**src/rtl/multicycle_ctrl.sv**
```systemverilog
// Multi-cycle RISC-V control sequencer: drives ALU, register file, IR and the unified
// memory port through fetch/decode/execute/memory/writeback, stalling on mem_ready.
module multicycle_ctrl (
  input  logic       clk,
  input  logic       rst_n,
  input  logic [6:0] op,
  input  logic [2:0] funct3,
  input  logic       funct7,
  input  logic       zero,
  input  logic       mem_ready,
  output logic       pc_write,
  output logic       adr_src,
  output logic       mem_write,
  output logic       ir_write,
  output logic [1:0] result_src,
  output logic [1:0] alu_src_a,
  output logic [1:0] alu_src_b,
  output logic [2:0] alu_control,
  output logic [1:0] imm_src,
  output logic       reg_write,
  output logic       retire,
  output logic       illegal,
  output logic [3:0] state
);

  // state    | meaning
  // FETCH    | read instruction at PC, PC+4, wait for mem_ready
  // DECODE   | compute branch target OldPC+imm, dispatch on opcode
  // MEMADR   | rs1+imm address for lw/sw
  // MEMREAD  | load access, wait for mem_ready
  // MEMWB    | write loaded data to rd
  // MEMWRITE | store access, wait for mem_ready
  // EXECUTER | register-register ALU op
  // EXECUTEI | register-immediate ALU op
  // ALUWB    | write ALUOut to rd (also jal link)
  // BEQ      | compare, take branch on zero
  // JAL      | load jump target, compute link OldPC+4
  typedef enum logic [3:0] {
    S_FETCH    = 4'd0,
    S_DECODE   = 4'd1,
    S_MEMADR   = 4'd2,
    S_MEMREAD  = 4'd3,
    S_MEMWB    = 4'd4,
    S_MEMWRITE = 4'd5,
    S_EXECUTER = 4'd6,
    S_EXECUTEI = 4'd7,
    S_ALUWB    = 4'd8,
    S_BEQ      = 4'd9,
    S_JAL      = 4'd10
  } state_t;

  typedef enum logic [1:0] {ALU_ADD, ALU_SUB, ALU_FUNCT} aluop_t;

  localparam logic [6:0] OP_LW  = 7'b0000011;
  localparam logic [6:0] OP_SW  = 7'b0100011;
  localparam logic [6:0] OP_R   = 7'b0110011;
  localparam logic [6:0] OP_I   = 7'b0010011;
  localparam logic [6:0] OP_BEQ = 7'b1100011;
  localparam logic [6:0] OP_JAL = 7'b1101111;

  state_t state_q, state_d;
  aluop_t alu_op;

  always_ff @(posedge clk) begin
    if (!rst_n) state_q <= S_FETCH;
    else        state_q <= state_d;
  end

  assign state = state_q;

  always_comb begin
    state_d    = state_q;
    pc_write   = 1'b0;
    adr_src    = 1'b0;
    mem_write  = 1'b0;
    ir_write   = 1'b0;
    result_src = 2'b00;
    alu_src_a  = 2'b00;
    alu_src_b  = 2'b00;
    alu_op     = ALU_ADD;
    reg_write  = 1'b0;
    retire     = 1'b0;
    illegal    = 1'b0;
    case (state_q)
      S_FETCH: begin
        alu_src_b  = 2'b10;
        result_src = 2'b10;
        ir_write   = mem_ready;
        pc_write   = mem_ready;
        if (mem_ready) state_d = S_DECODE;
      end
      S_DECODE: begin
        alu_src_a = 2'b01;
        alu_src_b = 2'b01;
        case (op)
          OP_LW, OP_SW: state_d = S_MEMADR;
          OP_R:         state_d = S_EXECUTER;
          OP_I:         state_d = S_EXECUTEI;
          OP_BEQ:       state_d = S_BEQ;
          OP_JAL:       state_d = S_JAL;
          default: begin
            illegal = 1'b1;
            state_d = S_FETCH;
          end
        endcase
      end
      S_MEMADR: begin
        alu_src_a = 2'b10;
        alu_src_b = 2'b01;
        state_d   = (op == OP_LW) ? S_MEMREAD : S_MEMWRITE;
      end
      S_MEMREAD: begin
        adr_src = 1'b1;
        if (mem_ready) state_d = S_MEMWB;
      end
      S_MEMWB: begin
        result_src = 2'b01;
        reg_write  = 1'b1;
        retire     = 1'b1;
        state_d    = S_FETCH;
      end
      S_MEMWRITE: begin
        adr_src   = 1'b1;
        mem_write = 1'b1;
        retire    = mem_ready;
        if (mem_ready) state_d = S_FETCH;
      end
      S_EXECUTER: begin
        alu_src_a = 2'b10;
        alu_op    = ALU_FUNCT;
        state_d   = S_ALUWB;
      end
      S_EXECUTEI: begin
        alu_src_a = 2'b10;
        alu_src_b = 2'b01;
        alu_op    = ALU_FUNCT;
        state_d   = S_ALUWB;
      end
      S_ALUWB: begin
        reg_write = 1'b1;
        retire    = 1'b1;
        state_d   = S_FETCH;
      end
      S_BEQ: begin
        alu_src_a = 2'b10;
        alu_op    = ALU_SUB;
        pc_write  = zero;
        retire    = 1'b1;
        state_d   = S_FETCH;
      end
      S_JAL: begin
        alu_src_a = 2'b01;
        alu_src_b = 2'b10;
        pc_write  = 1'b1;
        state_d   = S_ALUWB;
      end
      default: state_d = S_FETCH;
    endcase
    // Write enables and pulses stay quiet for the whole reset, regardless of state.
    if (!rst_n) begin
      pc_write  = 1'b0;
      ir_write  = 1'b0;
      mem_write = 1'b0;
      reg_write = 1'b0;
      retire    = 1'b0;
      illegal   = 1'b0;
    end
  end

  always_comb begin
    alu_control = 3'b000;
    case (alu_op)
      ALU_SUB: alu_control = 3'b001;
      ALU_FUNCT: begin
        case (funct3)
          3'b000:  alu_control = (op[5] & funct7) ? 3'b001 : 3'b000;
          3'b010:  alu_control = 3'b101;
          3'b110:  alu_control = 3'b011;
          3'b111:  alu_control = 3'b010;
          default: alu_control = 3'b000;
        endcase
      end
      default: alu_control = 3'b000;
    endcase
  end

  always_comb begin
    case (op)
      OP_SW:   imm_src = 2'b01;
      OP_BEQ:  imm_src = 2'b10;
      OP_JAL:  imm_src = 2'b11;
      default: imm_src = 2'b00;
    endcase
  end

endmodule

```
**config.mk**
```make
export PLATFORM = sky130hd
export DESIGN_NAME = multicycle_ctrl
export DESIGN_NICKNAME = d
export VERILOG_FILES = /design/src/rtl/multicycle_ctrl.sv
export SDC_FILE = /design/constraint.sdc
export NUM_CORES = 1
export LEC_CHECK = 0
export ABC_AREA = 1
export ABC_CLOCK_PERIOD_IN_PS = 2000
export CAP_MARGIN = 40
export CORE_MARGIN = 2
export CORE_UTILIZATION = 35
export DETAILED_ROUTE_END_ITERATION = 6
export GPL_ROUTABILITY_DRIVEN = 0
export PLACE_DENSITY = 0.75
export SLEW_MARGIN = 20
export SYNTH_ARGS = -nofsm -noshare
export SYNTH_HDL_FRONTEND = slang
export SYNTH_SLANG_ARGS = --single-unit
export TNS_END_PERCENT = 1
```
**constraint.sdc**
```tcl
create_clock -name clk -period 2 [get_ports clk]
set_clock_uncertainty 0.15 [all_clocks]
set_input_delay 0.2 -clock clk [delete_from_list [all_inputs] [get_ports clk]]
set_output_delay 0.2 -clock clk [all_outputs]
set_load 0.03 [all_outputs]
```
==> flow_metrics.py <==
metrics = {
    "placed_design": {
        "dpl.hpwl_mm": 1.440,
        "io_buffers": 36,
    },
    "grt": {
        "first_global_vias": 750,
        "grt_max_degree": 9,
        "grt_pass1_wl_mm": 2.967,
        "grt_remaining_overflow": 0,
        "gr-usage-all-layers_pct": 19.67,
        "antenna_found_initial": 0,
    },
    "cts": {
        "cts_htree_levels": 1,
        "ctsHoldBuffers": 0,
        "clkSlewWorstSetupHoldPaths_ns": 0.03,
        "numCtsBuffers": 3,
        "clockBufferDepth": 2,
        "cts-root-buf": "clkbuf_4",
        "cts_tree": "done",
        "numClockSinks": 4,
        "clk_latency_ns": 0.23,
    },
    "finish": {
        "drive_gt1_share_pct": 34.19,
        "nNetsFinal": 174,
        "final_common_cell": "nand2_1",
        "area_delta_synth_final_pct": 88.98,
        "final_util_pct": 71.84,
        "largest_reg_flops": 4,
        "layout_common_cells": "nand2_1, clkdlybuf4s50_1, buf_4",
        "diodes": 0,
    },
    "power": {
        "leakage_nw": 0.5563,
        "p_per_area_nw_per_um2": 290.9,
        "irDropWorstVdd_v": 0.0003072,
    },
    "route": {
        "wl_per_cell_microns": 10.64,
        "via_count": 821,
        "routed_wirelength_mm": 1.820,
        "viasPerCell": 4.801,
        "ant_nets": 0,
        "drtIter0Drc": 7,
        "route.detailed.drc": 0,
        "dr.pass1.iters": 4,
    },
    "hold_path": {
        "hp-class": "input pin to flop",
    },
    "floorplanning": {
        "core_sq_um": 1524,
        "die-area_sq_um": 1997,
        "dieHeight_microns": 44.69,
        "die_w_microns": 44.69,
        "start_util_pct": 38.01,
        "row_count": 14,
        "ios": 37,
    },
    "critical_path": {
        "start_kind": "flop",
        "arrival_ns": 1.60,
        "crit_path_end_kind": "output pin",
        "worstSetupPathType": "flop to output pin",
        "cp_max_fo": 4,
        "required_ns": 1.65,
    },
    "yosys": {
        "synth_top_family_by_area": "simple AND/OR/NAND/NOR gates",
        "syn_nets": 125,
        "synth-simple-area-share_pct": 54.21,
        "synth_cells": 108,
        "synth_seq_cells": 4,
        "yosys.area.top_type": "nand2_1",
        "synth_top_area_share_pct": 20.09,
        "synth-compound-area-share_pct": 12.74,
        "ys_seq_area_share_pct": 13.82,
        "yosysWarningCount": 0,
        "ys_async_sr_fraction_pct": 0,
        "synthXorXnorAreaFrac_pct": 0,
        "synthesis.area_sq_um": 579.3,
        "synth_ff_type": "dfxtp_1",
        "synthMuxAreaShare_pct": 0,
        "ys_top_cells_by_area": "nand2_1, dfxtp_1, nor2_1",
        "avgSynthCellArea_sq_um": 5.364,
        "synthAdderAreaFrac_pct": 4.320,
        "synth.distinct_cells": 22,
        "synth_edf_count": 0,
    },
    "sta": {
        "setup-violations-final": 0,
        "slew_headroom_pct": 78.34,
        "worst_pin_slew_ns": 0.3238,
        "drv_slew": 0,
        "holdWs_ns": 0.4069,
        "fmax_mhz": 512.7,
        "hold_viol_final": 0,
        "rsz0062_at_grt": "true",
        "post-route-min-period_ns": 1.951,
        "finalCritPeriodShare_pct": 97.53,
    },
    "job": {
        "drv_cap": 0,
    },
    "outcome": {
        "outcome": "finished clean",
    },
}
## repair_timing
action	4_1_cts	5_1_grt
pin swaps	2	2
setup endpoints to repair	9	3
buffers inserted	0	2
gates resized for setup	14	11
## worst max-delay path, cell delays in order (launching register included)
cell and delay [ns]:
dfxtp_4 0.36, inv_4 0.04, nor2_4 0.13, inv_2 0.07
nor2_4 0.09, inv_1 0.09, ha_4 0.26, nor3_4 0.18
buf_6 0.15
## per-stage QoR
stage	TNS [ns]	total power [mW]	cells	setup slack, ns	cell area [sq um]
5_1_grt	-0.04376	0.3419	171	-0.02785	1095
3_5_place_dp	0	0.2300	166	0.03962	993.5
6_report	0	0.3185	171	0.04943	1095
3_3_place_gp	0	0.2291	166	0.09503	993.5
4_1_cts	0	0.3229	169	0.007199	1037
2_1_floorplan	0	0.1602	108	0.008671	595.6
## cell families after synthesis
group,Yosys count
AND/OR/NAND/NOR,67
buffers and inverters,23
AO/OA/AOI/OAI,12
flip-flops,4
adder cells (fa/ha/maj),2
## cell usage after synthesis (3+ instances only)
| cell | instances |
|---|---|
| nand3_1 | 7 |
| inv_2 | 9 |
| a21oi_1 | 4 |
| nor2_1 | 14 |
| nor3_1 | 3 |
| inv_1 | 13 |
| dfxtp_1 | 4 |
| nor2_2 | 3 |
| nand2_1 | 31 |
## per-layer routing
layer	global-route usage, %	part of all wire (%)	up-vias
met1	22.93	43	360
met5	0	0	-
met4	7.879	0	0
met2	33.62	49	25
li1	-	-	436
met3	5.306	7.5	0
## power breakdown
group	switching, mW	total [mW]	internal (mW)
Sequential	0.00279	0.0842	0.0814
Combinational	0.0786	0.140	0.0611
Clock	0.0279	0.0947	0.0668
## final cells by class
class                      count  area [sq um]
multi-input combinational     81         480.5
fill                         141         429.2
timing repair buffer          44         395.4
inverter                      23         88.84
sequential                     4         87.58
clock buffer                   3         22.52
tap                           16         20.02
## worst paths after layout
path	start	end	slack, ns	cells past startpoint
worst max-delay path	state[2]	alu_control[1]	0.05	8
worst min-delay path	rst_n	state[1]	0.41	3
worst max register to register	state[3]	state[2]	0.65	7
worst min register to register	state[0]	state[3]	0.53	3
No activity file was read; power rests on OpenSTA's default activity.
==> patch: new RTL, config.mk and constraints unchanged <==
Reset style: asynchronous (`rst_n`), changed in one clocked block.
--- a/src/rtl/multicycle_ctrl.sv
+++ b/src/rtl/multicycle_ctrl.sv
@@ -61,7 +61,7 @@
   state_t state_q, state_d;
   aluop_t alu_op;
 
-  always_ff @(posedge clk) begin
+  always_ff @(posedge clk or negedge rst_n) begin
     if (!rst_n) state_q <= S_FETCH;
     else        state_q <= state_d;
   end
Behaviour: differs if rst_n is asserted again (counterexample within 4 cycles, from zero or initial values and one cycle with rst_n low); with rst_n held inactive, the same outputs for 10 cycles.
==> patch against the unedited design <==
- sequential cell count is the same
- sequential share of layout area grew 1.3 points
- area after synthesis grew 1.7%
- critical path depth shrank 1
- design area grew 3.2%
- wire length grew 16%
- first-iteration DRC count grew 110%
- non-clock buffer count grew 4
- worst setup slack lost 0.0073 ns
- die area grew 1.6%
- critical path type unchanged
- critical endpoint is now alu_control[2]
- largest cell class unchanged
Power is not compared: it rests on default switching activity, and its combinational part moved more than twofold at a synthesized area within 25%.
==> patch: results (changes against the unedited design) <==
- The proportion of netlist area held by the largest area contributor is 19.7% (was 20.1%).
- The most instantiated flip-flop cell in the synthesis netlist is sky130_fd_sc_hd__dfrtp_1 (was sky130_fd_sc_hd__dfxtp_1).
- The post-cts gate resize count is 9 (was 14).
- The end point of the critical path is alu_control[2] (was alu_control[1]).
- The met2 layer usage reported by global route is 31.4% (was 33.6%).
- The routed via count divided by cell count is 5.11 (was 4.80).
- The fill cell total of the finished layout is 133 (was 141).
- The sequential share of the synthesized area is 17.0% (was 13.8%).
- The uppermost layer routed is met4 (was met3).
- Outcome: complete, no violations (unchanged).
- The post-detailed-placement half-perimeter wirelength is 1540 microns (was 1440 microns).
- The post-place instance area is 978 sq um (was 993 sq um).
- The met3 routed wirelength is 170 microns (was 136 microns).
- The share of layout cells above drive strength 1 came to 37.3% (was 34.2%).
- The via count of the first global-routing pass is 730 (was 750).
- The wire length of the first global-routing pass is 2910 microns (was 2970 microns).
- The endpoint of the worst-slack reg-to-reg timing path is state[2] (unchanged).
- The post-route worst hold slack is 0.103 ns (was 0.407 ns).
- The final routed wire length divided by cell count is 12.1 microns (was 10.6 microns).
- The post-route standard cell area excluding fillers came to 1130 sq um (was 1090 sq um).
- Most frequent cells after synthesis: 31 x sky130_fd_sc_hd__nand2_1, 17 x sky130_fd_sc_hd__nor2_1, 13 x sky130_fd_sc_hd__inv_1 (was 31 x sky130_fd_sc_hd__nand2_1, 14 x sky130_fd_sc_hd__nor2_1, 13 x sky130_fd_sc_hd__inv_1).
- Top cells by area, synth: sky130_fd_sc_hd__nand2_1 20%, sky130_fd_sc_hd__dfrtp_1 17%, sky130_fd_sc_hd__nor2_1 11%, sky130_fd_sc_hd__nand3_1 9.3%, sky130_fd_sc_hd__inv_1 8.3% (was sky130_fd_sc_hd__nand2_1 20%, sky130_fd_sc_hd__dfxtp_1 14%, sky130_fd_sc_hd__nor2_1 9.1%, sky130_fd_sc_hd__inv_1 8.4%, sky130_fd_sc_hd__nand3_1 6.0%).
- The instance count after placement with tap cells included is 163 (was 166).
- The origin of the worst setup path is state[3] (was state[2]).
- The proportion of synthesized flip-flops having asynchronous set or reset is 100% (was 0%).
- The wire length on met2 came to 979 microns (was 900 microns).
- The number of cell instances on the worst register-to-register path is 10 (was 7).
- The post-synthesis cell type count is 19 (was 22).
- The worst-case register-to-register setup slack came to 0.43 ns (was 0.65 ns).
==> patch: cell types whose count changed after synthesis, sizes merged, moves of 2 or more <==
cell,delta
dfrtp,+4
dfxtp,-4
nor2,+2
nand2,+3
inv,-3
a21oi,-4
nand3,+3
==> patch: worst max-delay path, stage by stage (launching register included) <==
cell and delay, ns:
sky130_fd_sc_hd__dfrtp_2 0.43, sky130_fd_sc_hd__inv_4 0.09, sky130_fd_sc_hd__nand2_4 0.07, sky130_fd_sc_hd__nor2_4 0.16
sky130_fd_sc_hd__ha_4 0.17, sky130_fd_sc_hd__nand2_4 0.06, sky130_fd_sc_hd__nor4_4 0.20, sky130_fd_sc_hd__buf_4 0.20
==> patch: area by class of cell <==
class | instances | share of cell area, %
multi-input combinational | 84 | 43.3
timing repair buffer | 48 | 37.1
sequential | 4 | 9.30
inverter | 19 | 6.53
clock buffer | 3 | 1.99
tap | 16 | 1.77
